[config.mk]
export PLATFORM = sky130hd
export DESIGN_NAME = mem_arbiter
export DESIGN_NICKNAME = d
export VERILOG_FILES = /design/src/rtl/mem_arbiter.sv
export SDC_FILE = /design/constraint.sdc
export NUM_CORES = 1
export LEC_CHECK = 0
export ABC_AREA = 1
export CORE_AREA = 5 5 128 130
export DETAILED_ROUTE_END_ITERATION = 12
export DIE_AREA = 0 0 133 135
export PLACE_DENSITY = 0.76
export SYNTH_ARGS = -nofsm -noshare
export SYNTH_HDL_FRONTEND = slang
export SYNTH_SLANG_ARGS = --single-unit
[constraint.sdc]
create_clock -name clk -period 1.5 [get_ports clk]
set_input_delay 0.3 -clock clk [delete_from_list [all_inputs] [get_ports clk]]
set_output_delay 0.3 -clock clk [all_outputs]
set_load 0.03 [all_outputs]
[src/rtl/mem_arbiter.sv]
// Fetch/data arbiter sharing one single-port synchronous memory (IDLE -> ACCESS -> RESP).
// Define MEM_ARB_RR_EN for round-robin tie-break; by default a tie always goes to the data port.
module mem_arbiter #(
  parameter int ADDR_W = 32,
  parameter int DATA_W = 32
) (
  input  logic              clk,
  input  logic              reset,
  input  logic              if_req,
  input  logic [ADDR_W-1:0] if_addr,
  output logic [DATA_W-1:0] if_rdata,
  output logic              if_ack,
  input  logic              d_req,
  input  logic              d_we,
  input  logic [ADDR_W-1:0] d_addr,
  input  logic [DATA_W-1:0] d_wdata,
  output logic [DATA_W-1:0] d_rdata,
  output logic              d_ack,
  output logic              mem_en,
  output logic              mem_we,
  output logic [ADDR_W-1:0] mem_addr,
  output logic [DATA_W-1:0] mem_wdata,
  input  logic [DATA_W-1:0] mem_rdata,
  output logic              busy
);

  typedef enum logic [1:0] {IDLE = 2'd0, ACCESS = 2'd1, RESP = 2'd2} state_t;

  state_t            state, state_nxt;
  logic              start, win_d, gnt_d, we_r;
  logic [ADDR_W-1:0] addr_r;
  logic [DATA_W-1:0] wdata_r, if_rdata_r, d_rdata_r;

  assign start = (state == IDLE) && (if_req || d_req);

`ifdef MEM_ARB_RR_EN
  // last_d = 1 when the data port took the previous grant; resets to data so fetch wins the first tie
  logic last_d;
  assign win_d = d_req && (!if_req || !last_d);

  always_ff @(posedge clk or negedge reset)
    if (!reset)     last_d <= 1'b1;
    else if (start) last_d <= win_d;
`else
  assign win_d = d_req;
`endif

  always_ff @(posedge clk or negedge reset)
    if (!reset) state <= IDLE;
    else        state <= state_nxt;

  always_comb begin
    state_nxt = state;
    case (state)
      IDLE:    if (if_req || d_req) state_nxt = ACCESS;
      ACCESS:  state_nxt = RESP;
      RESP:    state_nxt = IDLE;
      default: state_nxt = IDLE;
    endcase
  end

  // Transaction is frozen at grant, so the other port's inputs cannot disturb it
  always_ff @(posedge clk or negedge reset)
    if (!reset) begin
      gnt_d      <= 1'b0;
      we_r       <= 1'b0;
      addr_r     <= '0;
      wdata_r    <= '0;
      if_rdata_r <= '0;
      d_rdata_r  <= '0;
    end else begin
      if (start) begin
        gnt_d  <= win_d;
        we_r   <= win_d && d_we;
        addr_r <= win_d ? d_addr : if_addr;
        if (win_d) wdata_r <= d_wdata;
      end
      if (state == RESP) begin
        if (!gnt_d)     if_rdata_r <= mem_rdata;
        else if (!we_r) d_rdata_r  <= mem_rdata;
      end
    end

  // Read data is forwarded straight from memory during the ack cycle, then held in the register
  always_comb begin
    mem_en   = 1'b0;
    mem_we   = 1'b0;
    if_ack   = 1'b0;
    d_ack    = 1'b0;
    busy     = 1'b0;
    if_rdata = if_rdata_r;
    d_rdata  = d_rdata_r;
    case (state)
      ACCESS: begin
        mem_en = 1'b1;
        mem_we = gnt_d && we_r;
        busy   = 1'b1;
      end
      RESP: begin
        busy   = 1'b1;
        if_ack = !gnt_d;
        d_ack  = gnt_d;
        if (!gnt_d)     if_rdata = mem_rdata;
        else if (!we_r) d_rdata  = mem_rdata;
      end
      default: ;
    endcase
  end

  assign mem_addr  = addr_r;
  assign mem_wdata = wdata_r;

endmodule
==> reports/qor.yml <==
hold_path:
  min-delay-path-class: "in2reg"
timing:
  worst_slack_ns: -0.636
  slew-limit-headroom: 0.716
  finalSetupViolCount: 128
  fin_worst_skew_ns: 0.00567
  achievable-frequency_ghz: 0.468
  unrepaired_setup_endpoints_after_global_routing: "true"
  worst-slew-pin-transition_ns: 0.426
  finalCritPeriodShare: 1.42
  fin_crit_ns: 2.14
  report.final.slew_viol_count: 0
  finalHoldViolCount: 0
clock_network:
  ctsLongestPathBuffers: 2
  clk_latency_ns: 0.41
  clock_pin_slew_on_the_worst_setup_and_hold_paths_ns: 0.06
  numCtsBuffers: 17
  htree_levels: 4
  clock_tree_from_tritoncts: "done"
  clock_sinks: 132
  cts-root-buf: "sky130_fd_sc_hd__clkbuf_16"
final_layout:
  synthToLayoutAreaGrowth_pct: 103
  filler_cell_count: 983
  diodes: 0
  layoutNonFillerInstCount: 1202
  core_utilization_of_the_finished_layout: 0.739
  share_of_post_route_cells_with_drive_strength_above_1: 0.361
  multiInputGateArea_um2: 2880
  design.final.nets: 1138
  final-seq-area_um2: 3300
worst_setup_path:
  reg2reg_end: "d_rdata_r[19]$_DFF_PN0_"
  r2r_slack_ns: -0.08
  crit_arrival_ns: 1.84
  critPathKind: "reg2out"
  crit_path_cell_trace: "inv_2 -> ha_4 -> nand2_4 -> inv_8 -> nand2_8 -> buf_12 -> o21ai_4 -> buf_6"
  crit_path_max_incr_delay_ns: 0.38
  cp.required_ns: 1.20
  critical_path.slowest_cell: "sky130_fd_sc_hd__dfrtp_1"
  worst_setup_path_endpoint: "d_rdata[21]"
  rr_worst_depth: 10
  worstPathBufferInverterCount: 4
  worst_r2r_startpoint: "state[0]$_DFFE_PN0P_"
  timing.critical_path.fanout_max: 8
  critical_path_depth: 8
  startpoint_type: "register"
  startpoint: "state[0]$_DFFE_PN0P_"
  worstSetupEndpointType: "output pin"
  critPathTopFamily: "buffers and inverters"
run_status:
  run_status: "finished with violations"
  violations: "negative setup slack"
power_and_ir_drop:
  p_total_mw: 27.9
  irDropWorstVdd_v: 0.00110
  p_leak_nw: 5.43
  power.density_nw_per_um2: 2510
die:
  die_y_um: 135
  core.rowCount: 45
  core_area_um2: 15000
  floorplan.initialDensity: 0.364
  top_level_ports: 266
  floorplan.die_area_um2: 18000
  die_x_um: 133
synth:
  avgSynthCellArea_um2: 8.44
  top_flip_flop_cell_by_instance_count_after_synthesis: "sky130_fd_sc_hd__dfrtp_1"
  synth_compound_area_frac: 0.0621
  synth_largest_area_cell: "sky130_fd_sc_hd__dfrtp_1"
  synth_most_common_cell: "sky130_fd_sc_hd__nand2_1"
  synth.mux.area_fraction: 0
  synth_top_cells_by_count: "sky130_fd_sc_hd__nand2_1, sky130_fd_sc_hd__dfrtp_1, sky130_fd_sc_hd__o21ai_0"
  synth_largest_type_area_fraction: 0.603
  postSynthCellCount: 649
  synth.ff_latch_count: 132
  synth_nets: 785
  synth_fa_ha_area_frac: 0.00685
  synthDistinctLibCells: 15
  syn_area_um2: 5480
  synth-simple-area-share: 0.268
  synth_top_family_by_area: "simple AND/OR/NAND/NOR gates"
  synth.yosys.warnings: 0
  synth.yosys.seq_area_share: 0.603
  netlist_top_cells_area: "sky130_fd_sc_hd__dfrtp_1, sky130_fd_sc_hd__nand2_1, sky130_fd_sc_hd__o21ai_0"
  xor_and_xnor_area_share_after_synthesis: 0
  ys_async_sr_fraction: 1.00
  synth_edf_count: 0
grt:
  grt_start_max_net_pins: 46
  grt_antenna_before_repair: 0
  grt_first_pass_wirelength_um: 33500
  grt_use_total: 0.242
  overflow: 0
  grt_pass1_vias: 5941
placed_design:
  place.detailed.hpwl_um: 14200
  place_congestion: 0.821
  pre_cts_slack_ns: -0.270
  io_buffer_count: 265
  dpl.cell_count: 1143
detailed_routing:
  routed_wire_length_per_instance_um: 19.3
  post_drt_via_cell_ratio: 4.84
  number_of_violations_reported_at_the_end_of_detailed_routing_iteration_0: 321
  drt-pass1-iter-count: 5
  ant_nets: 0
  drt-total-wl_um: 23100
  route.vias.total: 5812
  detail_route.drc_violations: 0
run:
  cap_violations: 0
[layout by cell type, fill, tap and decap left out, types with 2 or more instances in the layout]
| master | n |
|---|---|
| sky130_fd_sc_hd__buf_4 | 67 |
| sky130_fd_sc_hd__clkdlybuf4s15_2 | 4 |
| sky130_fd_sc_hd__clkbuf_1 | 3 |
| sky130_fd_sc_hd__clkbuf_8 | 2 |
| sky130_fd_sc_hd__clkinvlp_4 | 2 |
| sky130_fd_sc_hd__o21ai_4 | 64 |
| sky130_fd_sc_hd__buf_12 | 27 |
| sky130_fd_sc_hd__buf_6 | 75 |
| sky130_fd_sc_hd__buf_16 | 5 |
| sky130_fd_sc_hd__nand2_4 | 6 |
| sky130_fd_sc_hd__bufinv_16 | 2 |
| sky130_fd_sc_hd__clkinv_2 | 4 |
| sky130_fd_sc_hd__inv_1 | 34 |
| sky130_fd_sc_hd__nand4_1 | 32 |
| sky130_fd_sc_hd__nand2_1 | 273 |
| sky130_fd_sc_hd__dlygate4sd2_1 | 9 |
| sky130_fd_sc_hd__clkdlybuf4s50_1 | 130 |
| sky130_fd_sc_hd__o21ai_0 | 2 |
| sky130_fd_sc_hd__clkdlybuf4s15_1 | 29 |
| sky130_fd_sc_hd__ha_4 | 3 |
| sky130_fd_sc_hd__nand2_2 | 47 |
| sky130_fd_sc_hd__inv_2 | 5 |
| sky130_fd_sc_hd__clkbuf_2 | 18 |
| sky130_fd_sc_hd__clkbuf_16 | 21 |
| sky130_fd_sc_hd__nand2_8 | 6 |
| sky130_fd_sc_hd__dfrtp_1 | 132 |
[through the flow]
| step | hold slack, ns | area [um2] | TNS [ns] |
|---|---|---|---|
| 2_1_floorplan | 0.00441 | 6360 | -5.03 |
| 3_3_place_gp | 0.183 | 9590 | -13.44 |
| 3_5_place_dp | 0.180 | 9590 | -16.51 |
| 4_1_cts | 0.222 | 10800 | -37.35 |
| 5_1_grt | 0.275 | 11100 | -48.35 |
| 6_report | 0.257 | 11100 | -39.78 |
[per-layer routing]
metal  global-route usage  vias up  wire, um
li1                     -     2746         -
met1                0.282     2752      9150
met2                0.412      268     11600
met3               0.0801       46      1760
met4                0.100        0       653
met5                    0        -         0
[how the worst min path moves through the flow]
stage | from | slack [ns] | cells after the start | endpoint
after global placement | reset | 0.18 | 1 | if_rdata_r[12]$_DFF_PN0_
after detailed placement | reset | 0.18 | 1 | if_rdata_r[12]$_DFF_PN0_
final | d_req | 0.26 | 3 | mem_wdata[27]$_DFFE_PN0P_
after floorplan | reset | 0.004 | 0 | d_rdata_r[0]$_DFF_PN0_
after global routing | d_req | 0.27 | 3 | mem_wdata[27]$_DFFE_PN0P_
after CTS | d_req | 0.22 | 3 | mem_wdata[27]$_DFFE_PN0P_
[cell families (layout without fill, tap and decap cells)]
logic type,after synthesis,count (layout)
adder cells (fa/ha/maj),3,3
buffers and inverters,80,443
flip-flops,132,132
AND/OR/NAND/NOR,366,368
AO/OA/AOI/OAI,68,68
[power by group]
part	internal [mW]	total [mW]	switching [mW]
clock	2.52	4.04	1.52
sequential	5.30	6.30	1.00
combinational	7.73	17.6	9.88
total	15.5	27.9	12.4
[flip-flops by register name (all words and copies together), names as in the netlist]
name / flops
gnt_d: 1
we_r: 1
state: 2
mem_addr: 32
d_rdata_r: 32
if_rdata_r: 32
mem_wdata: 32
[layout make-up]
class | instances | area share
multi-input combinational | 439 | 0.259
clock buffer | 22 | 0.0418
tap | 188 | 0.0212
timing repair buffer | 371 | 0.356
inverter | 41 | 0.0147
sequential | 132 | 0.297
clock inverter | 9 | 0.00934
[repair_timing]
action / CTS / global route
setup endpoints to repair: 182 / 143
resized for setup: 231 / 81
endpoints found under the hold margin: 18 / 0
hold buffers: 1 / 0
pin swaps: 11 / 3
buffers inserted: 7 / 11
cloned: 6 / 7
[worst min-delay path: stages]
cell and delay (ns):
sky130_fd_sc_hd__buf_2 0.17, sky130_fd_sc_hd__nand4_1 0.11, sky130_fd_sc_hd__nand2_1 0.05
No activity file was read; power rests on OpenSTA's default activity.
